<file path="src/rtl/cpu_pkg.sv">
// rtl/cpu_pkg.sv - shared fetch-state encoding, fault codes and reset PC for the MIPS fetch unit
package cpu_pkg;

    typedef enum logic [1:0] {
        ST_IDLE  = 2'b00,
        ST_FETCH = 2'b01,
        ST_ISSUE = 2'b10,
        ST_HALT  = 2'b11
    } fetch_state_t;

    localparam logic [1:0] FAULT_NONE     = 2'b00;
    localparam logic [1:0] FAULT_MISALIGN = 2'b01;
    localparam logic [1:0] FAULT_TIMEOUT  = 2'b10;

    localparam logic [31:0] DEFAULT_RESET_PC = 32'h0000_0000;

    function automatic logic word_aligned(input logic [1:0] addr_lo);
        return addr_lo == 2'b00;
    endfunction

endpackage

</file>
<file path="src/rtl/fetch_timeout_ctr.sv">
// rtl/fetch_timeout_ctr.sv - 8-bit request-cycle counter flagging the last cycle before a fetch timeout
module fetch_timeout_ctr #(
    parameter int unsigned LIMIT = 16
) (
    input  logic clk,
    input  logic rst,
    input  logic clr,
    input  logic en,
    output logic expired
);

    localparam logic [7:0] LIMIT_M1 = 8'(LIMIT - 1);

    logic [7:0] count;

    always_ff @(posedge clk) begin
        if (rst || clr) begin
            count <= 8'd0;
        end else if (en) begin
            count <= count + 8'd1;
        end
    end

    // High during the LIMIT-th request cycle, so the fault lands on that cycle's edge.
    assign expired = en && (count == LIMIT_M1);

endmodule

</file>
<file path="src/rtl/pc_fetch_unit.sv">
// rtl/pc_fetch_unit.sv - PC register and req/ack instruction fetch sequencer; PC_FETCH_PERF_EN adds perf counters
module pc_fetch_unit
    import cpu_pkg::*;
#(
    parameter logic [31:0] RESET_PC    = DEFAULT_RESET_PC,
    parameter int unsigned MEM_TIMEOUT = 16
) (
    input  logic        CLK,
    input  logic        RST,
    output logic        imem_req,
    output logic [31:0] imem_addr,
    input  logic        imem_ack,
    input  logic [31:0] imem_rdata,
    output logic [31:0] instr,
    output logic        instr_valid,
    input  logic        instr_ready,
    input  logic        stall,
    output logic [31:0] pc,
    output logic [31:0] pc_plus4,
    input  logic [31:0] next_pc,
    output logic        fault,
    output logic [1:0]  fault_code,
    output logic [31:0] perf_cycles,
    output logic [31:0] perf_retired
);

    fetch_state_t state;
    logic         retire;
    logic         tmo_expired;

    assign retire    = (state == ST_ISSUE) && instr_ready && !stall;
    assign pc_plus4  = pc + 32'd4;
    assign imem_addr = pc;

    fetch_timeout_ctr #(
        .LIMIT (MEM_TIMEOUT)
    ) u_timeout (
        .clk     (CLK),
        .rst     (RST),
        .clr     ((state != ST_FETCH) || imem_ack),
        .en      (state == ST_FETCH),
        .expired (tmo_expired)
    );

    // imem_req / instr_valid are registered alongside the next state so they always match it.
    always_ff @(posedge CLK) begin
        if (RST) begin
            state       <= ST_IDLE;
            pc          <= RESET_PC;
            instr       <= 32'd0;
            fault       <= 1'b0;
            fault_code  <= FAULT_NONE;
            imem_req    <= 1'b0;
            instr_valid <= 1'b0;
        end else begin
            case (state)
                ST_IDLE: begin
                    state    <= ST_FETCH;
                    imem_req <= 1'b1;
                end
                ST_FETCH: begin
                    if (imem_ack) begin
                        instr       <= imem_rdata;
                        state       <= ST_ISSUE;
                        imem_req    <= 1'b0;
                        instr_valid <= 1'b1;
                    end else if (tmo_expired) begin
                        fault      <= 1'b1;
                        fault_code <= FAULT_TIMEOUT;
                        state      <= ST_HALT;
                        imem_req   <= 1'b0;
                    end
                end
                ST_ISSUE: begin
                    if (retire) begin
                        instr_valid <= 1'b0;
                        if (word_aligned(next_pc[1:0])) begin
                            pc       <= next_pc;
                            state    <= ST_FETCH;
                            imem_req <= 1'b1;
                        end else begin
                            fault      <= 1'b1;
                            fault_code <= FAULT_MISALIGN;
                            state      <= ST_HALT;
                        end
                    end
                end
                default: begin
                    state       <= ST_HALT;
                    imem_req    <= 1'b0;
                    instr_valid <= 1'b0;
                end
            endcase
        end
    end

`ifdef PC_FETCH_PERF_EN
    always_ff @(posedge CLK) begin
        if (RST) begin
            perf_cycles  <= 32'd0;
            perf_retired <= 32'd0;
        end else begin
            if (state == ST_FETCH || state == ST_ISSUE) begin
                perf_cycles <= perf_cycles + 32'd1;
            end
            if (retire) begin
                perf_retired <= perf_retired + 32'd1;
            end
        end
    end
`else
    assign perf_cycles  = 32'd0;
    assign perf_retired = 32'd0;
`endif

endmodule

</file>
<file path="config.mk">
export PLATFORM = sky130hd
export DESIGN_NAME = pc_fetch_unit
export DESIGN_NICKNAME = d
export VERILOG_FILES = /design/src/rtl/cpu_pkg.sv /design/src/rtl/fetch_timeout_ctr.sv /design/src/rtl/pc_fetch_unit.sv
export SDC_FILE = /design/constraint.sdc
export NUM_CORES = 1
export LEC_CHECK = 0
export ABC_CLOCK_PERIOD_IN_PS = 2800
export CORE_UTILIZATION = 37
export CTS_CLUSTER_SIZE = 8
export DETAILED_ROUTE_END_ITERATION = 8
export MAX_ROUTING_LAYER = met4
export PLACE_DENSITY = 0.82
export SLEW_MARGIN = 10
export SYNTH_ARGS = -nofsm -noshare
export SYNTH_HDL_FRONTEND = slang
export SYNTH_HIERARCHICAL = 1
export SYNTH_SLANG_ARGS = --single-unit
</file>
<file path="constraint.sdc">
create_clock -name CLK -period 2.8 [get_ports CLK]
set_input_delay 0.7 -clock CLK [delete_from_list [all_inputs] [get_ports CLK]]
set_output_delay 0.7 -clock CLK [all_outputs]
set_load 0.02 [all_outputs]
</file>
# == After elaboration in Yosys (flattened, before gate mapping) ==
# Cells that the tools add are included.
# Widths: inputs -> output; s select.
# totals
register_bits,79
latchBits,0
ramBits,0
romBits,0
output_inout_bits,197
wordCells,60
n_memories,0
# op_classes
n_addsub,2
multipliers,0
div_mod_pow,0
magnitude_cmp,0
n_eq_ne,11
n_shift,0
mux,23
n_bitwise,1
n_reduce_logical,15
# op_table
operator,n
$add 32x3->32 const B,1
$mux 2,8
$mux 1,10
$ne 2x2->1 const B,5
$reduce_and 3->1,3
$add 8x1->8 const B,1
$eq 8x4->1 const B,1
$pmux 1 s3,2
$pmux 2 s3,1
$reduce_and 5->1,1
$logic_not 2->1,2
$ne 2x1->1 const B,2
$pmux 2 s2,1
$reduce_and 2->1,2
$logic_and 1x1->1,3
$ne 3x3->1 const B,1
$eq 2x1->1 const B,1
$eq 2x2->1 const B,1
$logic_or 1x1->1,2
$pmux 1 s2,1
$reduce_bool 2->1,1
$logic_not 1->1,1
$not 1->1,1

# == Longest topological paths before layout ==
# Gate-level depths: netlist of run 1.
# logic_depth
ltp_word,5
depth_mapped,6
mapped_depth_nobuf,6

# == Hierarchy ==
# The synthesis of run 1 kept the hierarchy.
# by_module_without_submodules
module,instances,cells_per_inst,area_per_inst_um2,seq_area_each_um2
pc_fetch_unit,1,499,3786.1,1421.4
fetch_timeout_ctr,1,39,356.6,160.2

# == Worst setup path before layout of run 1 ==
# OpenSTA, ideal clock, no wires.
# synth_timing
path_type,flip-flop to output port
startpoint,register pc[2] (netlist: imem_addr[2])
endpoint,output pc_plus4[28]
t_arrival_ns,2.103
t_required_ns,2.100
setup_slack_ns,-0.003
path_stages_with_launch,7
path_buffers,1
path_cell_list,dfxtp_1 ha_1 nand3_1 or4_1 buf_2 nor4_4 xor2_1
# synth_between
elab_chain_cells,1
# synth_lines
item,line,rtl
"start, declared",pc_fetch_unit.sv:18,"output logic [31:0] pc,"
"start signal, assigned",pc_fetch_unit.sv:78,pc <= next_pc;
$add 32x3->32,pc_fetch_unit.sv:32,assign pc_plus4 = pc + 32'd4;
"end, declared",pc_fetch_unit.sv:19,"output logic [31:0] pc_plus4,"
# Every way passes these cells.

# == Final worst setup path of run 1 ==
# layout_timing
startpoint,register pc[2] (netlist: imem_addr[2])
endpoint,output pc_plus4[26]
# The elaborated chain is that of the path after synthesis.

==> impl_metrics.py, run 1 <==
metrics = {
    "global_routing": {
        "grtUsageTotal_pct": 19.0,
        "grt_pass1_vias": 3617,
        "grt_overflow": 0,
        "grt_start_max_net_pins": 44,
        "grt_pass1_wl_mm": 17.1,
        "antenna_found_initial": 0,
    },
    "yosys": {
        "synth_edf_count": 0,
        "ys_types": 35,
        "yosys_warnings": 6,
        "seq_area_frac_synth_pct": 38.2,
        "ys.flop_type": "dfxtp_1",
        "syn_area_per_cell_sq_um": 7.70,
        "async_reset_ff_share_pct": 0,
        "syn_inst": 538,
        "synth_area_sq_um": 4140,
        "ys_seq_elements": 79,
    },
    "clock_tree": {
        "cts_buffers": 9,
        "cts-root-buf": "clkbuf_8",
        "path_clk_slew_ns": 0.08,
        "cts_tree": "built",
        "cts.sinks": 79,
        "h-tree-depth": 3,
        "insertion_delay_ns": 0.33,
        "cts_buffer_depth": 2,
    },
    "worst_hold_path": {
        "hp-class": "register to register",
        "hold-path-endpoint": "instr[21]",
        "whs_path_depth": 2,
        "hold_start": "instr[21]",
    },
    "worst_setup_path": {
        "path_cells": "ha_4, nand3_4, or4_4, buf_6, nor4_4, xor2_1, buf_4",
        "cp-end-kind": "output port",
        "cpPeakStageDelay_ns": 0.50,
        "startpoint_type": "register",
        "cp_max_fo": 5,
        "crit_arrival_ns": 2.09,
        "critical-path-slowest-cell": "or4_4",
        "reg2reg_to": "fault",
        "ff2ff_setup_slack_ns": 0.74,
        "crit_type": "register to output port",
        "cp.required_ns": 2.10,
        "r2r_cells": 6,
        "timing.rr.start": "state[0]",
    },
    "pwr": {
        "p_comb_share_pct": 17.1,
        "clock_power_share_pct": 30.5,
        "p_switching_mw": 0.607,
        "cellPowerDensity_nw_per_um2": 357,
        "p_leak_nw": 2.50,
        "power_mw": 2.24,
        "p_int_mw": 1.63,
        "switching_share_pct": 27.1,
        "p_seq_share_pct": 52.4,
        "ir_worst_vdd_uv": 335,
    },
    "timing": {
        "finalCritPeriodShare_pct": 99.5,
        "finalHoldViolCount": 0,
        "tightest_slew_ns": 0.715,
        "drv_slew": 0,
        "fin_hold_ws_ns": 0.457,
        "setup_violations": 0,
        "rsz0062_at_grt": "yes",
        "timing.fmax_mhz": 359,
        "clock_skew_ns": 0.00635,
        "period_minus_slack_ns": 2.79,
        "slew-limit-headroom_pct": 52.2,
        "setup-tns-final_ns": 0,
    },
    "floorplan": {
        "die_w_um": 108,
        "rows": 38,
        "core_area_sq_um": 10900,
        "die_h_um": 108,
        "pin_count": 266,
        "dieArea_sq_um": 11600,
        "initial_core_util_pct": 38.0,
    },
    "final_layout": {
        "syn_to_final_growth_pct": 51.3,
        "layout.nets": 809,
        "drive_above_1_share_pct": 13.8,
        "antennaDiodeCount": 0,
    },
    "flow_run": {
        "maxCapViolCount": 0,
    },
    "detailed_routing": {
        "vias": 4004,
        "drc": 0,
        "drt-wirelength-per-cell_um": 12.8,
        "vias_per_cell": 4.54,
        "antenna_left": 0,
        "finalWirelength_mm": 11.3,
        "first_pass_iters": 4,
        "drt_iter0_drc": 135,
    },
    "place": {
        "dp_hpwl_mm": 8.63,
        "port_buffers": 201,
        "gp_congestion": 0.860,
    },
    "run_status": {
        "status": "complete, no violations",
    },
}
placed cells by master (no fill, tap or decap), types with 3 or more instances in the layout:
cell	Yosys	final
a211oi_1	3	3
a21oi_1	70	70
buf_12	0	3
buf_2	2	4
buf_4	98	50
clkbuf_1	22	3
clkbuf_2	0	10
clkbuf_8	0	9
clkdlybuf4s50_1	0	176
conb_1	1	64
dfxtp_1	79	75
dfxtp_2	0	3
dlygate4sd2_1	0	3
inv_1	6	6
nand2_1	141	141
nand3_1	12	11
nand4_1	7	7
nand4_2	3	3
nor2_1	25	22
nor2_2	0	3
nor3b_1	3	3
o21ai_0	3	3
or2_2	3	3
xnor2_1	17	17
xor2_1	15	14
worst max-delay path, delay by kind of cell, from the launching register on:
kind | cells | cell delay [ns]
xor gates and xnor gates | 1 | 0.16
adders and majority gates | 1 | 0.15
buffers and inverters | 2 | 0.32
DFF | 1 | 0.37
and+or+nand+nor | 3 | 0.76
sequential cells by signal, summed over array words and instances (netlist names):
signal,flops
state,2
fault,1
u_timeout/count,8
fault_code,2
instr,32
imem_addr,32
imem_req,1
instr_valid,1
repair_timing:
item,CTS,global route
gates resized for setup,76,40
pin swaps,2,8
endpoints found under the setup margin,24,21
setup buffers,2,2
hold buffers,0,0
hold endpoints to repair,0,0
cells in the mapped netlist, types with 2 or more instances:
cell | instances | area share [%]
inv_1 | 6 | 0.54
nor4_2 | 2 | 0.60
nor3b_1 | 3 | 0.54
nor2b_1 | 2 | 0.30
nor4_1 | 2 | 0.30
xnor2_1 | 17 | 3.6
nor2_1 | 25 | 2.3
o21a_1 | 2 | 0.36
nand2_1 | 141 | 13
or2_2 | 3 | 0.45
nor3_1 | 3 | 0.36
and4_1 | 2 | 0.42
ha_1 | 2 | 0.60
o21ai_0 | 3 | 0.36
buf_4 | 98 | 18
dfxtp_1 | 79 | 38
or4_1 | 2 | 0.36
nand4_1 | 7 | 1.1
buf_2 | 2 | 0.24
nand3_1 | 12 | 1.4
nand3b_1 | 2 | 0.36
xor2_1 | 15 | 3.2
or3_1 | 2 | 0.30
a21oi_1 | 70 | 8.5
nand4_2 | 3 | 0.91
clkbuf_1 | 22 | 2.0
a211oi_1 | 3 | 0.54
power by group through the flow:
stage	Combinational [mW]	Sequential [mW]	Clock [mW]
2_1_floorplan	0.233	1.23	0
3_3_place_gp	0.378	1.20	0
3_5_place_dp	0.382	1.20	0
4_1_cts	0.383	1.17	0.715
5_1_grt	0.413	1.18	0.765
6_report	0.384	1.17	0.682
kinds of logic after synthesis:
group / count (synthesis) / share of synthesized area (%)
buffers and inverters: 128 / 20.5
other: 1 / 0.0905
multiplexers: 1 / 0.242
flip-flops: 79 / 38.2
AND/OR/NAND/NOR: 216 / 23.6
AO/OA/AOI/OAI: 79 / 9.94
XOR/XNOR: 32 / 6.77
adder cells (fa/ha/maj): 2 / 0.604
metal layers:
layer  up-vias  GRT usage [%]  share of wire, %
met2       179           32.4                51
met5         -              -                 0
met4         0           7.14               1.5
li1       1978              -                 -
met1      1832           21.6                41
met3        15           4.24               6.6
area by class of cell:
type / instances / area (sq um)
inverter: 6 / 22.5
sequential: 79 / 1590
tap: 140 / 175
clock inverter: 2 / 10.0
timing repair buffer: 248 / 2320
clock buffer: 12 / 135
fill: 954 / 4620
multi-input combinational: 394 / 2020
through the flow:
step	setup slack, ns	instance area, sq um	util [%]	instances
after CTS	-0.0948	6270	57.6	880
after global routing	-0.0779	6270	57.6	881
after detailed placement	-0.178	6110	56.1	864
after global placement	-0.118	6110	56.1	864
after floorplan	0.0143	4390	-	601
final	0.0130	6270	57.6	881
worst max path at each step:
stage	from	endpoint	slack, ns
2_1_floorplan	imem_addr[2]	pc_plus4[26]	0.01
3_5_place_dp	imem_addr[2]	pc_plus4[28]	-0.18
6_report	imem_addr[2]	pc_plus4[26]	0.01
4_1_cts	imem_addr[2]	pc_plus4[26]	-0.09
5_1_grt	imem_addr[2]	pc_plus4[26]	-0.08
3_3_place_gp	imem_addr[2]	pc_plus4[28]	-0.12
No activity file was read; power rests on OpenSTA's default activity.
==> run 2: changes to the inputs <==
- SKIP_CTS_REPAIR_TIMING: not set -> 1
==> impl_metrics.py, run 2 (synthesis gave the netlist of run 1 again) <==
metrics = {
    "clock_tree": {
        "insertion_delay_ns": 0.33,
        "path_clk_slew_ns": 0.08,
        "cts_buffer_depth": 2,
        "cts_tree": "built",
        "cts_buffers": 9,
        "cts-root-buf": "clkbuf_8",
        "cts.sinks": 79,
        "h-tree-depth": 3,
    },
    "worst_setup_path": {
        "reg2reg_to": "fault",
        "ff2ff_setup_slack_ns": 0.74,
        "cp-end-kind": "output port",
        "startpoint_type": "register",
        "cp_max_fo": 5,
        "critical-path-top-delay-family": "simple AND/OR/NAND/NOR gates",
        "crit_arrival_ns": 2.17,
        "cp.required_ns": 2.10,
        "cpPeakStageDelay_ns": 0.42,
        "r2r_cells": 6,
        "crit_type": "register to output port",
        "timing.rr.start": "state[0]",
        "cp_num_buf_inv": 2,
        "path_cells": "ha_1, nand3_2, or4_4, buf_6, nor4_4, xor2_2, buf_2",
        "critical-path-slowest-cell": "or4_4",
    },
    "timing": {
        "finalCritPeriodShare_pct": 102,
        "timing.fmax_mhz": 349,
        "drv_slew": 0,
        "period_minus_slack_ns": 2.87,
        "clock_skew_ns": 0.00665,
        "setup_ws_ns": -0.0661,
        "setup_violations": 3,
        "rsz0062_at_grt": "yes",
        "slew-limit-headroom_pct": 52.6,
        "tightest_slew_ns": 0.709,
        "finalHoldViolCount": 0,
    },
    "floorplan": {
        "initial_core_util_pct": 38.0,
        "core_area_sq_um": 10900,
        "rows": 38,
        "die_w_um": 108,
        "dieArea_sq_um": 11600,
        "die_h_um": 108,
        "pin_count": 266,
    },
    "detailed_routing": {
        "wl_met2_mm": 5.65,
        "highest_layer": "met4",
        "wl_met3_um": 767,
        "first_pass_iters": 4,
        "vias": 4007,
        "finalWirelength_mm": 11.2,
        "vias_per_cell": 4.56,
        "antenna_left": 0,
        "drc": 0,
        "met1_length_mm": 4.59,
        "drt-wirelength-per-cell_um": 12.7,
        "drt_iter0_drc": 144,
    },
    "run_status": {
        "violations": "setup timing",
        "status": "finished, violations left",
    },
    "place": {
        "port_buffers": 201,
        "gp_congestion": 0.860,
        "dp_hpwl_mm": 8.63,
        "dpl_cell_area_sq_um": 6110,
        "dp.cells": 864,
    },
    "worst_hold_path": {
        "hold_start": "instr[26]",
        "hold-path-endpoint": "instr[26]",
        "hp-class": "register to register",
        "whs_path_depth": 2,
    },
    "global_routing": {
        "grt_pass1_wl_mm": 16.9,
        "grt_pass1_vias": 3562,
        "antenna_found_initial": 0,
        "grt_start_max_net_pins": 44,
        "grtUsageTotal_pct": 18.8,
        "grt_overflow": 0,
    },
    "flow_run": {
        "maxCapViolCount": 0,
    },
    "final_layout": {
        "layout.nets": 806,
        "design_area_sq_um": 6290,
        "final_cell_mix": "clkdlybuf4s50_1, nand2_1, dfxtp_1, a21oi_1, conb_1",
        "layout_commonest_cell": "clkdlybuf4s50_1",
        "final_cells": 878,
        "antennaDiodeCount": 0,
        "drive_above_1_share_pct": 11.4,
        "syn_to_final_growth_pct": 51.9,
    },
    "pwr": {
        "cellPowerDensity_nw_per_um2": 356,
        "p_leak_nw": 2.70,
        "ir_worst_vdd_uv": 333,
    },
}
[run 2: worst min-delay path, delay by kind of cell, from the launching register on]
family           cells  cell delay, ns
flip-flops           1            0.31
AND/OR/NAND/NOR      1            0.05
AO/OA/AOI/OAI        1            0.05
[run 2: power breakdown]
group	internal, mW	switching (mW)	total, mW
clock network	0.311	0.372	0.683
logic	0.169	0.215	0.384
registers	1.15	0.0205	1.17
[run 2: worst max path at each step]
stage | start | endpoint | cells after the start
after floorplan | imem_addr[2] | pc_plus4[26] | 6
after global routing | imem_addr[2] | pc_plus4[28] | 7
after detailed placement | imem_addr[2] | pc_plus4[28] | 7
after global placement | imem_addr[2] | pc_plus4[28] | 7
final | imem_addr[3] | pc_plus4[28] | 7
after CTS | imem_addr[2] | pc_plus4[28] | 7
[run 2: final cells by class]
cell class / count / area [sq um]
Sequential cell: 79 / 1580
Clock buffer: 12 / 135
Timing Repair Buffer: 245 / 2380
Multi-Input combinational cell: 394 / 1990
Tap cell: 140 / 175
Fill cell: 955 / 4590
Inverter: 6 / 22.5
Clock inverter: 2 / 10.0
[run 2: metrics by stage]
stage               utilization (%)  hold slack (ns)  setup TNS, ns  setup slack [ns]  power [mW]
finish                         57.8            0.458        -0.0857           -0.0661        2.24
detailed placement             56.1            0.449         -0.992            -0.178        1.58
floorplan                         -            0.466              0            0.0143        1.47
global placement               56.1            0.441         -0.595            -0.118        1.58
CTS                            57.4            0.458          -7.99            -0.562        2.27
global route                   57.8            0.471         -0.919            -0.195        2.36
[run 2: layer usage]
| metal | global-route usage, % | vias up |
|---|---|---|
| met5 | - | - |
| met4 | 7.14 | 0 |
| met3 | 4.30 | 15 |
| met2 | 31.9 | 182 |
| met1 | 21.6 | 1838 |
| li1 | - | 1972 |
==> run 3: changes to the inputs <==
- SLEW_MARGIN: 10 -> 20
==> results of run 3 <==
Same layout as run 2: the final DEF is identical, and so are final timing and power.
